===== config.mk =====
export PLATFORM = sky130hd
export DESIGN_NAME = burst_cycle_controller
export DESIGN_NICKNAME = d
export VERILOG_FILES = /design/src/rtl/burst_cycle_controller.sv
export SDC_FILE = /design/constraint.sdc
export NUM_CORES = 1
export LEC_CHECK = 0
export CAP_MARGIN = 20
export CORE_MARGIN = 2
export CORE_UTILIZATION = 59
export DETAILED_ROUTE_END_ITERATION = 8
export PLACE_DENSITY = 0.95
export SYNTH_ARGS = -nofsm -noshare
export SYNTH_HDL_FRONTEND = slang
export SYNTH_SLANG_ARGS = --single-unit

===== constraint.sdc =====
create_clock -name Clock -period 6.6 [get_ports Clock]
set_clock_uncertainty 0.2 [all_clocks]
set_input_delay 1.32 -clock Clock [delete_from_list [all_inputs] [get_ports Clock]]
set_output_delay 1.32 -clock Clock [all_outputs]
set_load 0.005 [all_outputs]

===== src/rtl/burst_cycle_controller.sv =====
// -----------------------------------------------------------------------------
// burst_cycle_controller
//
// Burst-mode sequencer for the waveform generator. A rising edge on Trigger
// latches the burst length and trigger delay. The controller clears the
// external amount counter and waits out the delay. It then opens Wave_Gate for
// exactly Burst_N waveform cycles. Cycles are counted by pulsing Cnt_EN on each
// Cycle_Wrap and reading the counter back on Sum_In.
//
// Optional feature macro: BURST_INFINITE_EN
//   defined   : Burst_N == 0 starts an endless burst (only Stop/Reset end it)
//   undefined : Burst_N == 0 is rejected with a Trig_Ign pulse
//
// Parameters
//   CNT_W       burst count width (must match the amount counter)
//   DLY_W       trigger-delay counter width
//
// Ports
//   Clock       in   system clock, posedge
//   Reset       in   synchronous reset, active low
//   Trigger     in   burst trigger level; rising edge detected internally
//   Stop        in   abort request, active high
//   Burst_N     in   waveform cycles per burst, latched on trigger accept
//   Trig_Delay  in   extra delay cycles before gating, latched on accept
//   Cycle_Wrap  in   one-clock pulse per completed waveform cycle
//   Sum_In      in   amount counter SUM_OUT (2-clock latency from Cnt_EN)
//   Cnt_EN      out  counter increment pulse
//   Cnt_Clr_n   out  counter clear, active low
//   Wave_Gate   out  waveform output enable
//   Busy        out  controller not idle
//   Done        out  one-clock pulse on normal burst completion
//   Trig_Ign    out  one-clock pulse when a trigger edge is rejected
// -----------------------------------------------------------------------------
module burst_cycle_controller #(
    parameter int CNT_W = 20,
    parameter int DLY_W = 16
) (
    input  logic             Clock,
    input  logic             Reset,
    input  logic             Trigger,
    input  logic             Stop,
    input  logic [CNT_W-1:0] Burst_N,
    input  logic [DLY_W-1:0] Trig_Delay,
    input  logic             Cycle_Wrap,
    input  logic [CNT_W-1:0] Sum_In,
    output logic             Cnt_EN,
    output logic             Cnt_Clr_n,
    output logic             Wave_Gate,
    output logic             Busy,
    output logic             Done,
    output logic             Trig_Ign
);

    typedef enum logic [1:0] {
        S_IDLE  = 2'd0,
        S_DELAY = 2'd1,
        S_BURST = 2'd2,
        S_FLUSH = 2'd3
    } state_t;

    state_t           state_q,     state_d;
    logic             prev_q,      prev_d;
    logic [CNT_W-1:0] n_lat_q,     n_lat_d;
    logic [DLY_W-1:0] dly_lat_q,   dly_lat_d;
    // One bit wider than the delay so that Trig_Delay+1 cannot overflow.
    logic [DLY_W:0]   dly_cnt_q,   dly_cnt_d;
    logic             cnt_en_q,    cnt_en_d;
    logic             cnt_clr_n_q, cnt_clr_n_d;
    logic             wave_gate_q, wave_gate_d;
    logic             busy_q,      busy_d;
    logic             done_q,      done_d;
    logic             trig_ign_q,  trig_ign_d;

    logic             trig_edge;
    logic             accept_n;
    logic [CNT_W-1:0] n_minus_1;
    logic             last_wrap;

    always_comb begin
        state_d     = state_q;
        prev_d      = Trigger;
        n_lat_d     = n_lat_q;
        dly_lat_d   = dly_lat_q;
        dly_cnt_d   = dly_cnt_q;
        cnt_en_d    = 1'b0;
        cnt_clr_n_d = 1'b1;
        wave_gate_d = wave_gate_q;
        done_d      = 1'b0;
        trig_ign_d  = 1'b0;

        trig_edge = Trigger & ~prev_q;
`ifdef BURST_INFINITE_EN
        accept_n = 1'b1;
`else
        accept_n = (Burst_N != '0);
`endif
        // N_lat == 0 only occurs for an endless burst, which never terminates
        // on count, so the subtraction is guarded rather than allowed to wrap.
        n_minus_1 = (n_lat_q != '0) ? (n_lat_q - CNT_W'(1)) : '0;
        last_wrap = (n_lat_q != '0) && (Sum_In == n_minus_1);

        case (state_q)
            S_IDLE: begin
                if (trig_edge) begin
                    if (accept_n) begin
                        n_lat_d     = Burst_N;
                        dly_lat_d   = Trig_Delay;
                        dly_cnt_d   = '0;
                        cnt_clr_n_d = 1'b0;
                        state_d     = S_DELAY;
                    end else begin
                        trig_ign_d = 1'b1;
                    end
                end
            end
            S_DELAY: begin
                // Two extra cycles let the cleared counter value reach Sum_In
                // before the first wrap can be counted.
                if (dly_cnt_q == ({1'b0, dly_lat_q} + (DLY_W+1)'(1))) begin
                    wave_gate_d = 1'b1;
                    state_d     = S_BURST;
                end else begin
                    dly_cnt_d = dly_cnt_q + (DLY_W+1)'(1);
                end
            end
            S_BURST: begin
                if (Cycle_Wrap) begin
                    cnt_en_d = 1'b1;
                    if (last_wrap) begin
                        wave_gate_d = 1'b0;
                        state_d     = S_FLUSH;
                    end
                end
            end
            S_FLUSH: begin
                // Wait for the final increment to appear on Sum_In.
                if (Sum_In == n_lat_q) begin
                    done_d  = 1'b1;
                    state_d = S_IDLE;
                end
            end
            default: state_d = S_IDLE;
        endcase

        if (state_q != S_IDLE) begin
            if (trig_edge) begin
                trig_ign_d = 1'b1;
            end
            // Abort wins over any wrap or completion seen in the same cycle.
            if (Stop) begin
                state_d     = S_IDLE;
                wave_gate_d = 1'b0;
                cnt_en_d    = 1'b0;
                done_d      = 1'b0;
            end
        end

        busy_d = (state_d != S_IDLE);
    end

    always_ff @(posedge Clock) begin
        if (!Reset) begin
            state_q     <= S_IDLE;
            prev_q      <= 1'b0;
            n_lat_q     <= '0;
            dly_lat_q   <= '0;
            dly_cnt_q   <= '0;
            cnt_en_q    <= 1'b0;
            cnt_clr_n_q <= 1'b1;
            wave_gate_q <= 1'b0;
            busy_q      <= 1'b0;
            done_q      <= 1'b0;
            trig_ign_q  <= 1'b0;
        end else begin
            state_q     <= state_d;
            prev_q      <= prev_d;
            n_lat_q     <= n_lat_d;
            dly_lat_q   <= dly_lat_d;
            dly_cnt_q   <= dly_cnt_d;
            cnt_en_q    <= cnt_en_d;
            cnt_clr_n_q <= cnt_clr_n_d;
            wave_gate_q <= wave_gate_d;
            busy_q      <= busy_d;
            done_q      <= done_d;
            trig_ign_q  <= trig_ign_d;
        end
    end

    assign Cnt_EN    = cnt_en_q;
    assign Cnt_Clr_n = cnt_clr_n_q;
    assign Wave_Gate = wave_gate_q;
    assign Busy      = busy_q;
    assign Done      = done_q;
    assign Trig_Ign  = trig_ign_q;

endmodule


Word-level counts from Yosys, hierarchy flattened
Index checks and enable logic that the tools add are counted.

operators by class
  add/sub/neg operators = 3
  eq/ne operators = 9
  mux-type cells = 33
  bitwise operators = 2
  reductions and logical operators = 10

operators by type and width
  operator               count
  $mux 17                3
  $eq 20x20->1           2
  $reduce_bool 20->1     2
  $pmux 17 s2            1
  $mux 20                1
  $sub 20x1->20 const B  1
  $mux 1                 18
  $add 16x1->17 const B  1
  $add 17x1->17 const B  1
  $eq 17x17->1           1
  $mux 2                 8
  $pmux 2 s4             1
  $ne 2x2->1 const B     3
  $reduce_and 3->1       2
  $reduce_bool 2->1      3
  $eq 2x2->1 const B     2
  $reduce_and 4->1       1
  $eq 2x1->1 const B     1
  $logic_not 2->1        1
  $pmux 1 s2             1
  $and 1x1->1            1
  $logic_and 1x1->1      1
  $not 1->1              1

storage, ports and cells
  bits in registers = 62
  bits of input ports = 61
  output and inout port bits = 6
  word-level logic and storage cells = 68

Depth between registers and ports, before layout
Gate-level depths: netlist of run 1.

  depth after elaboration = 10
  gate-level depth with buffers = 12
  mapped depth without buffers = 10

Worst setup path before layout of run 1
Ideal clock, no wire load.

  kind = input to register
  start = in Burst_N[11]
  end = reg dly_cnt_q[3]
  setup time = 61 ps
  data arrival time = 3,175 ps
  required time = 6,339 ps
  path slack = 3,164 ps
  stages on the path = 9
  buffers on the path = 2
  cells stage by stage = nor4_1 nand3_1 o21ai_0 or2_2 clkbuf_1 o21ai_0 clkbuf_1 or4_1 nand2_1

between the ends
  longest elaborated chain between the ends = 3

RTL lines
  what                               RTL line  text
  start, declared                    42        input logic [CNT_W-1:0] Burst_N,
  $reduce_bool 20->1                 95        accept_n = (Burst_N != '0);
  $ne 2x2->1 (no source line)        -
  $reduce_and 4->1 (no source line)  -
  end signal, assigned               179       dly_cnt_q <= dly_cnt_d;
  end, declared                      66        logic [DLY_W:0] dly_cnt_q, dly_cnt_d;

No other way between the ends.
A chain may end at the register's enable or synchronous reset.

Worst setup path in the final report of run 1
  start = in Burst_N[7]
  end = reg dly_cnt_q[5]

The elaborated chain is that of the path after synthesis.

==> out/metrics.cfg, run 1 <==
[sta]
final.hold.worst_slack_ps=288
max-slew-margin-rel=0.386
worstMarginPinSlew_ps=921
grt_setup_unrepaired=false
min_period_ps=4080
fmaxAchievable_ghz=0.245
setup_tns_ps=0
final.period_utilization=0.618
timing.final.max_slew_violations=0
setup_viol_count_final=0
final_hold_viol_count=0

[layout]
nets=698
final.fill_count=564
num_antenna_cells=0
final_layout_size_suffix_gt1_frac=0.0583
final-instance-count-excl-fill=734
area_growth_pct=19.4
postLayoutCellArea_mm2=0.00525
postLayoutCoreUtil=0.724

[worst_hold_path]
hold-path-cell-count=2
timing.hold.worst.class=flip-flop to flip-flop
timing.hold.worst.start=Wave_Gate

[logic_synthesis]
cell_types_occupying_the_most_area_after_synthesis=sky130_fd_sc_hd__dfxtp_1 (28%), sky130_fd_sc_hd__nand2_1 (9.8%), sky130_fd_sc_hd__a21oi_1 (6.3%), sky130_fd_sc_hd__xor2_1 (6.2%), sky130_fd_sc_hd__nor4_1 (4.3%)
mappedNetlistArea_mm2=0.00440
synth.yosys.seq_area_share=0.282
synth_async_sr_flop_share=0
ys_ff_latch=62
synthesis.yosys.warnings=0
yosysTopAreaCellShare=0.282
synthDistinctLibCells=68
postSynthAreaPerCell_um2=7.43
ys_dominant_reg_cell=sky130_fd_sc_hd__dfxtp_1
synth.largest_area_cell=sky130_fd_sc_hd__dfxtp_1
mappedNetlistNets=660
netlist_top_cells_count=sky130_fd_sc_hd__nand2_1 (115), sky130_fd_sc_hd__dfxtp_1 (62), sky130_fd_sc_hd__a21oi_1 (55)
synthesis.instances=592
yosysMostFrequentCell=sky130_fd_sc_hd__nand2_1
synth_enable_flop_cells=0

[grt]
grt_pass1_vias=4415
antenna_found_initial=0
grt_pass1_wl_mm=20.9
grt_start_max_net_pins=41
global_route_congestion_overflow_total=0
global_route.usage.total=0.310

[critical_path]
critPathKind=input pin to flip-flop
r2r_depth=9
critical_path.startpoint=Burst_N[7]
critPathMaxFanout=37
rrSetupSlack_ps=2760
worst_setup_path_endpoint=dly_cnt_q[5]
required_ps=6670
worstPathArrival_ps=4150
worstReg2RegStart=dly_lat_q[0]
end_kind=flip-flop
critPathLaunchType=input pin
r2r_end=dly_cnt_q[0]

[cts]
clock_tree.buffer_depth=2
cts.repair.resized=0
htreeDepth=3
cts.root.buffer_cell=sky130_fd_sc_hd__clkbuf_8
cts_tree=yes
cts.sinks=62
post_cts_hold_buffer_count=0
postCtsSetupBuffers=0
cts.reportedPaths.clkPinSlew_ps=70
source_to_sink_clock_delay_at_the_later_pin_of_the_worst_skew_pair_ps=340
cts_made_buffers=9

[drt]
vias=4713
drt_iter0_markers=304
vias_per_cell=6.42
ant_nets=0
wirelength_mm=12.8
routed_wire_length_per_instance_um=17.4
first_pass_iters=5
drc=0

[power_and_ir_drop]
power.ir.vdd_worst_v=0.000164
power_per_cell_area_mw_per_mm2=204
p_leak_uw=0.00194

[floorplanning]
floorplan.die.width_um=90.3
i_o_pin_total=67
initial_util=0.606
placeable_core_region_mm2=0.00725
die_height_um=90.3
core.rowCount=31
dieArea_mm2=0.00816

[placement]
routabilityCongestion=0.963
dp.final_hpwl_mm=9.50
port_buffer_cells=66
placement.cell_area_mm2=0.00502
dp.cells=718

[flow_run]
max_cap_violations=0

[status]
run_status=finished clean

critical path: stages:
cell                              delay (ps)
sky130_fd_sc_hd__clkdlybuf4s50_1         430
sky130_fd_sc_hd__nor4_1                  310
sky130_fd_sc_hd__nand3_1                 200
sky130_fd_sc_hd__o21ai_0                 330
sky130_fd_sc_hd__or2_2                   610
sky130_fd_sc_hd__o21ai_0                 170
sky130_fd_sc_hd__buf_4                   210
sky130_fd_sc_hd__or4_1                   490
sky130_fd_sc_hd__o21ai_0                  70
power breakdown:
part,leakage [uW],switching (uW),internal [uW]
registers,0.000505,31.2,391
logic,0.00132,144,118
clock network,0.000120,141,243
total,0.00194,317,752
registers in the layout, indices dropped and copies added (netlist names), 2 cells and up:
| register | cells |
|---|---|
| dly_cnt_q | 17 |
| dly_lat_q | 16 |
| n_lat_q | 20 |
| state_q | 2 |
worst min path at each step:
stage	end
final	Wave_Gate
after global routing	Wave_Gate
after CTS	Wave_Gate
after detailed placement	Wave_Gate
after global placement	Wave_Gate
after floorplan	dly_lat_q[15]
layer usage:
metal | track usage | wire length (um) | up-vias
met3 | 0.0584 | 926 | 41
met1 | 0.382 | 5250 | 2192
met5 | 0 | 0 | -
met2 | 0.522 | 6080 | 238
met4 | 0.150 | 520 | 0
li1 | - | - | 2242
through the flow:
step / power (uW) / worst slack, ps
floorplan: 601 / 3160
global placement: 676 / 2300
detailed placement: 684 / 2190
CTS: 1070 / 2540
global route: 1120 / 2330
finish: 1070 / 2520
cell type report:
cell class / count / area (um2) / area share
Multi-Input combinational cell: 472 / 2900 / 0.553
Inverter: 15 / 56.3 / 0.0107
Timing Repair Buffer: 70 / 691 / 0.132
Clock inverter: 3 / 65.1 / 0.0124
Sequential cell: 62 / 1240 / 0.236
Clock buffer: 13 / 169 / 0.0322
Tap cell: 99 / 124 / 0.0236
cells by family (layout without fill, tap and decap cells):
logic type	Yosys count	count (layout)	share of synthesized area
simple gates	271	271	0.317
compound gates	140	140	0.214
flops	62	62	0.282
buf+inv	58	101	0.0580
xor+xnor	50	50	0.0996
fa+ha+maj	7	7	0.0199
mux	4	4	0.00910
cell usage in the layout (no fill, tap or decap), types with 5 or more instances in the layout:
cell,count
sky130_fd_sc_hd__nand2_1,115
sky130_fd_sc_hd__clkdlybuf4s50_1,66
sky130_fd_sc_hd__dfxtp_1,62
sky130_fd_sc_hd__a21oi_1,55
sky130_fd_sc_hd__xor2_1,31
sky130_fd_sc_hd__nor4_1,30
sky130_fd_sc_hd__xnor2_1,19
sky130_fd_sc_hd__nor2_1,18
sky130_fd_sc_hd__nand3_1,16
sky130_fd_sc_hd__inv_1,15
sky130_fd_sc_hd__nand4_1,14
sky130_fd_sc_hd__nor3_1,14
sky130_fd_sc_hd__or4_1,12
sky130_fd_sc_hd__clkbuf_8,12
sky130_fd_sc_hd__o21ai_0,11
sky130_fd_sc_hd__o31ai_1,9
sky130_fd_sc_hd__nand2b_1,7
sky130_fd_sc_hd__and3_1,7
sky130_fd_sc_hd__or3_1,7
sky130_fd_sc_hd__ha_1,7
sky130_fd_sc_hd__and2_1,6
sky130_fd_sc_hd__a31oi_1,6
sky130_fd_sc_hd__o22ai_1,5
sky130_fd_sc_hd__o211ai_1,5
(Power assumes the default switching activity.)
==> run 2, diff against run 1 <==
CORE_UTILIZATION = 50   (was 59)
PLACE_DENSITY = 0.87   (was 0.95)
clock period = 3.4 ns   (was 6.6 ns; I/O delays follow)
==> run 2 against run 1 <==
Effect of this change: critical path depth is 2 higher; sequential cell count did not move; total power increased by 83%; routed wire length up 0.92%; register-to-register slack lost 2600 ps; critical endpoint is now Wave_Gate; die area up 17%; utilization shrank 10 points.
==> out/metrics.cfg, run 2 (same netlist as run 1, synthesis figures left out) <==
[sta]
grt_setup_unrepaired=false
final.period_utilization=0.954
final.hold.worst_slack_ps=309
worstMarginPinSlew_ps=700
min_period_ps=3240
fin_ws_ps=157
setup_tns_ps=0
final_hold_viol_count=0
fmaxAchievable_ghz=0.308
max-slew-margin-rel=0.529
setup_viol_count_final=0
timing.final.max_slew_violations=0

[placement]
routabilityCongestion=0.921
dpl_worst_slack_ps=81.7
dp.final_hpwl_mm=9.93
port_buffer_cells=66
dp.cells=745

[critical_path]
worstReg2RegStart=n_lat_q[0]
end_kind=flip-flop
critPathLaunchType=flip-flop
r2r_end=Wave_Gate
required_ps=3430
crit_chain=inv_1 > ha_1 > nor3b_1 > nand4_1 > buf_4 > or3b_1 > a32oi_1 > o211ai_1 > or4_1 > o41ai_1 > a21oi_1
worstPathArrival_ps=3270
critical_path.slowest_cell=sky130_fd_sc_hd__or4_1
critPathKind=flip-flop to flip-flop
max_stage_delay_ps=530
critPathMaxFanout=5
r2r_depth=11
rrSetupSlack_ps=160

[cts]
cts_made_buffers=9
cts.reportedPaths.clkPinSlew_ps=80
cts.sinks=62
source_to_sink_clock_delay_at_the_later_pin_of_the_worst_skew_pair_ps=350
htreeDepth=3
cts.root.buffer_cell=sky130_fd_sc_hd__clkbuf_8
cts_tree=yes
clock_tree.buffer_depth=2

[grt]
global_route.usage.total=0.276
globalRouteMet1Util=0.329
grt_pass1_vias=4626
globalRouteMet2Util=0.492
antenna_found_initial=0
grt_start_max_net_pins=37
grt_busiest_layer=met2
grt_pass1_wl_mm=21.6
global_route_congestion_overflow_total=0
met3_layer_usage_reported_by_global_route=0.0458

[floorplanning]
die_height_um=97.8
placeable_core_region_mm2=0.00864
dieArea_mm2=0.00956
i_o_pin_total=67
core.rowCount=34
initial_util=0.509
floorplan.die.width_um=97.8

[layout]
area_growth_pct=21.9
final.fill_count=767
registers_with_the_most_flip_flops=n_lat_q: 20 flops, dly_cnt_q: 17 flops, dly_lat_q: 16 flops
nets=717
num_antenna_cells=0
largest_reg_flops=20
final_common_cell=sky130_fd_sc_hd__nand2_1
final_layout_size_suffix_gt1_frac=0.0872
top_register=n_lat_q
final-instance-count-excl-fill=762
mostFrequentLayoutCells=sky130_fd_sc_hd__nand2_1 (115), sky130_fd_sc_hd__clkdlybuf4s50_1 (66), sky130_fd_sc_hd__dfxtp_1 (62)

[drt]
first_pass_iters=5
vias=4717
routed_wire_length_per_instance_um=16.9
vias_per_cell=6.19
drt_iter0_markers=272
wirelength_mm=12.9
drc=0
ant_nets=0

[power_and_ir_drop]
p_leak_uw=0.00201
p_switching_uw=666
internal_power_consumption_uw=1290
seqPwrFrac=0.412
power.ir.vdd_worst_v=0.000290
power.clock.fraction=0.300
power.share.switching=0.340
power_per_cell_area_mw_per_mm2=365
power.share.combinational=0.288

[worst_hold_path]
worstHoldEndpoint=dly_lat_q[15]
timing.hold.worst.class=flip-flop to flip-flop
timing.hold.worst.start=dly_lat_q[15]
hold-path-cell-count=2

[flow_run]
max_cap_violations=0

[status]
run_status=finished clean

-- run 2: changes by cell type in the layout (fill, tap and decap cells not counted), moves of 2 or more --
cell and change:
sky130_fd_sc_hd__buf_4 +18, sky130_fd_sc_hd__clkbuf_8 -3, sky130_fd_sc_hd__clkinv_4 +3, sky130_fd_sc_hd__bufinv_16 -2
-- run 2: worst max-delay path by stage --
stage / start / to / slack [ps]
5_1_grt: n_lat_q[0] / Wave_Gate / 3
6_report: n_lat_q[0] / Wave_Gate / 160
3_5_place_dp: Sum_In[2] / Wave_Gate / 80
3_3_place_gp: Sum_In[2] / Wave_Gate / 100
2_1_floorplan: n_lat_q[1] / Wave_Gate / 260
4_1_cts: n_lat_q[0] / Wave_Gate / 170
-- run 2: layout make-up --
class	instances	area [um2]	share of cell area
well taps	108	135	0.0252
flip-flops and latches	62	1240	0.232
clock buffers	10	128	0.0238
inverters	15	56.3	0.0105
repair buffers	89	846	0.158
multi-input cells	472	2910	0.542
clock inverters	6	47.5	0.00887
-- run 2: power by group through the flow --
| stage | Clock (uW) | Combinational, uW | Sequential [uW] |
|---|---|---|---|
| after detailed placement | 0 | 550 | 823 |
| after global placement | 0 | 536 | 820 |
| final | 586 | 564 | 807 |
| after CTS | 594 | 553 | 805 |
| after floorplan | 0 | 369 | 797 |
| after global routing | 621 | 618 | 813 |
-- run 2: worst max-delay path: cells and delay by family (launching register included) --
kind                     cells  cell delay, ps
AO/OA/AOI/OAI                4             760
adder cells (fa/ha/maj)      1             240
buffers and inverters        2             250
flip-flops                   1             320
AND/OR/NAND/NOR              4            1360
-- run 2: timing repair --
action,4_1_cts,5_1_grt
setup endpoints to repair,0,5
gates resized for setup,0,1
buffers inserted,0,1
hold buffers,0,0
-- run 2: per-layer routing --
layer	wire, um	vias up
li1	-	2286
met1	5290	2217
met2	6410	180
met3	790	34
met4	398	0
met5	0	-
-- run 2: metrics by stage --
stage	power [uW]	util	instance area (um2)
after global placement	1360	0.599	5170
after detailed placement	1370	0.599	5170
after global routing	2050	0.621	5360
after CTS	1950	0.620	5350
final	1960	0.621	5360
after floorplan	1170	-	4400
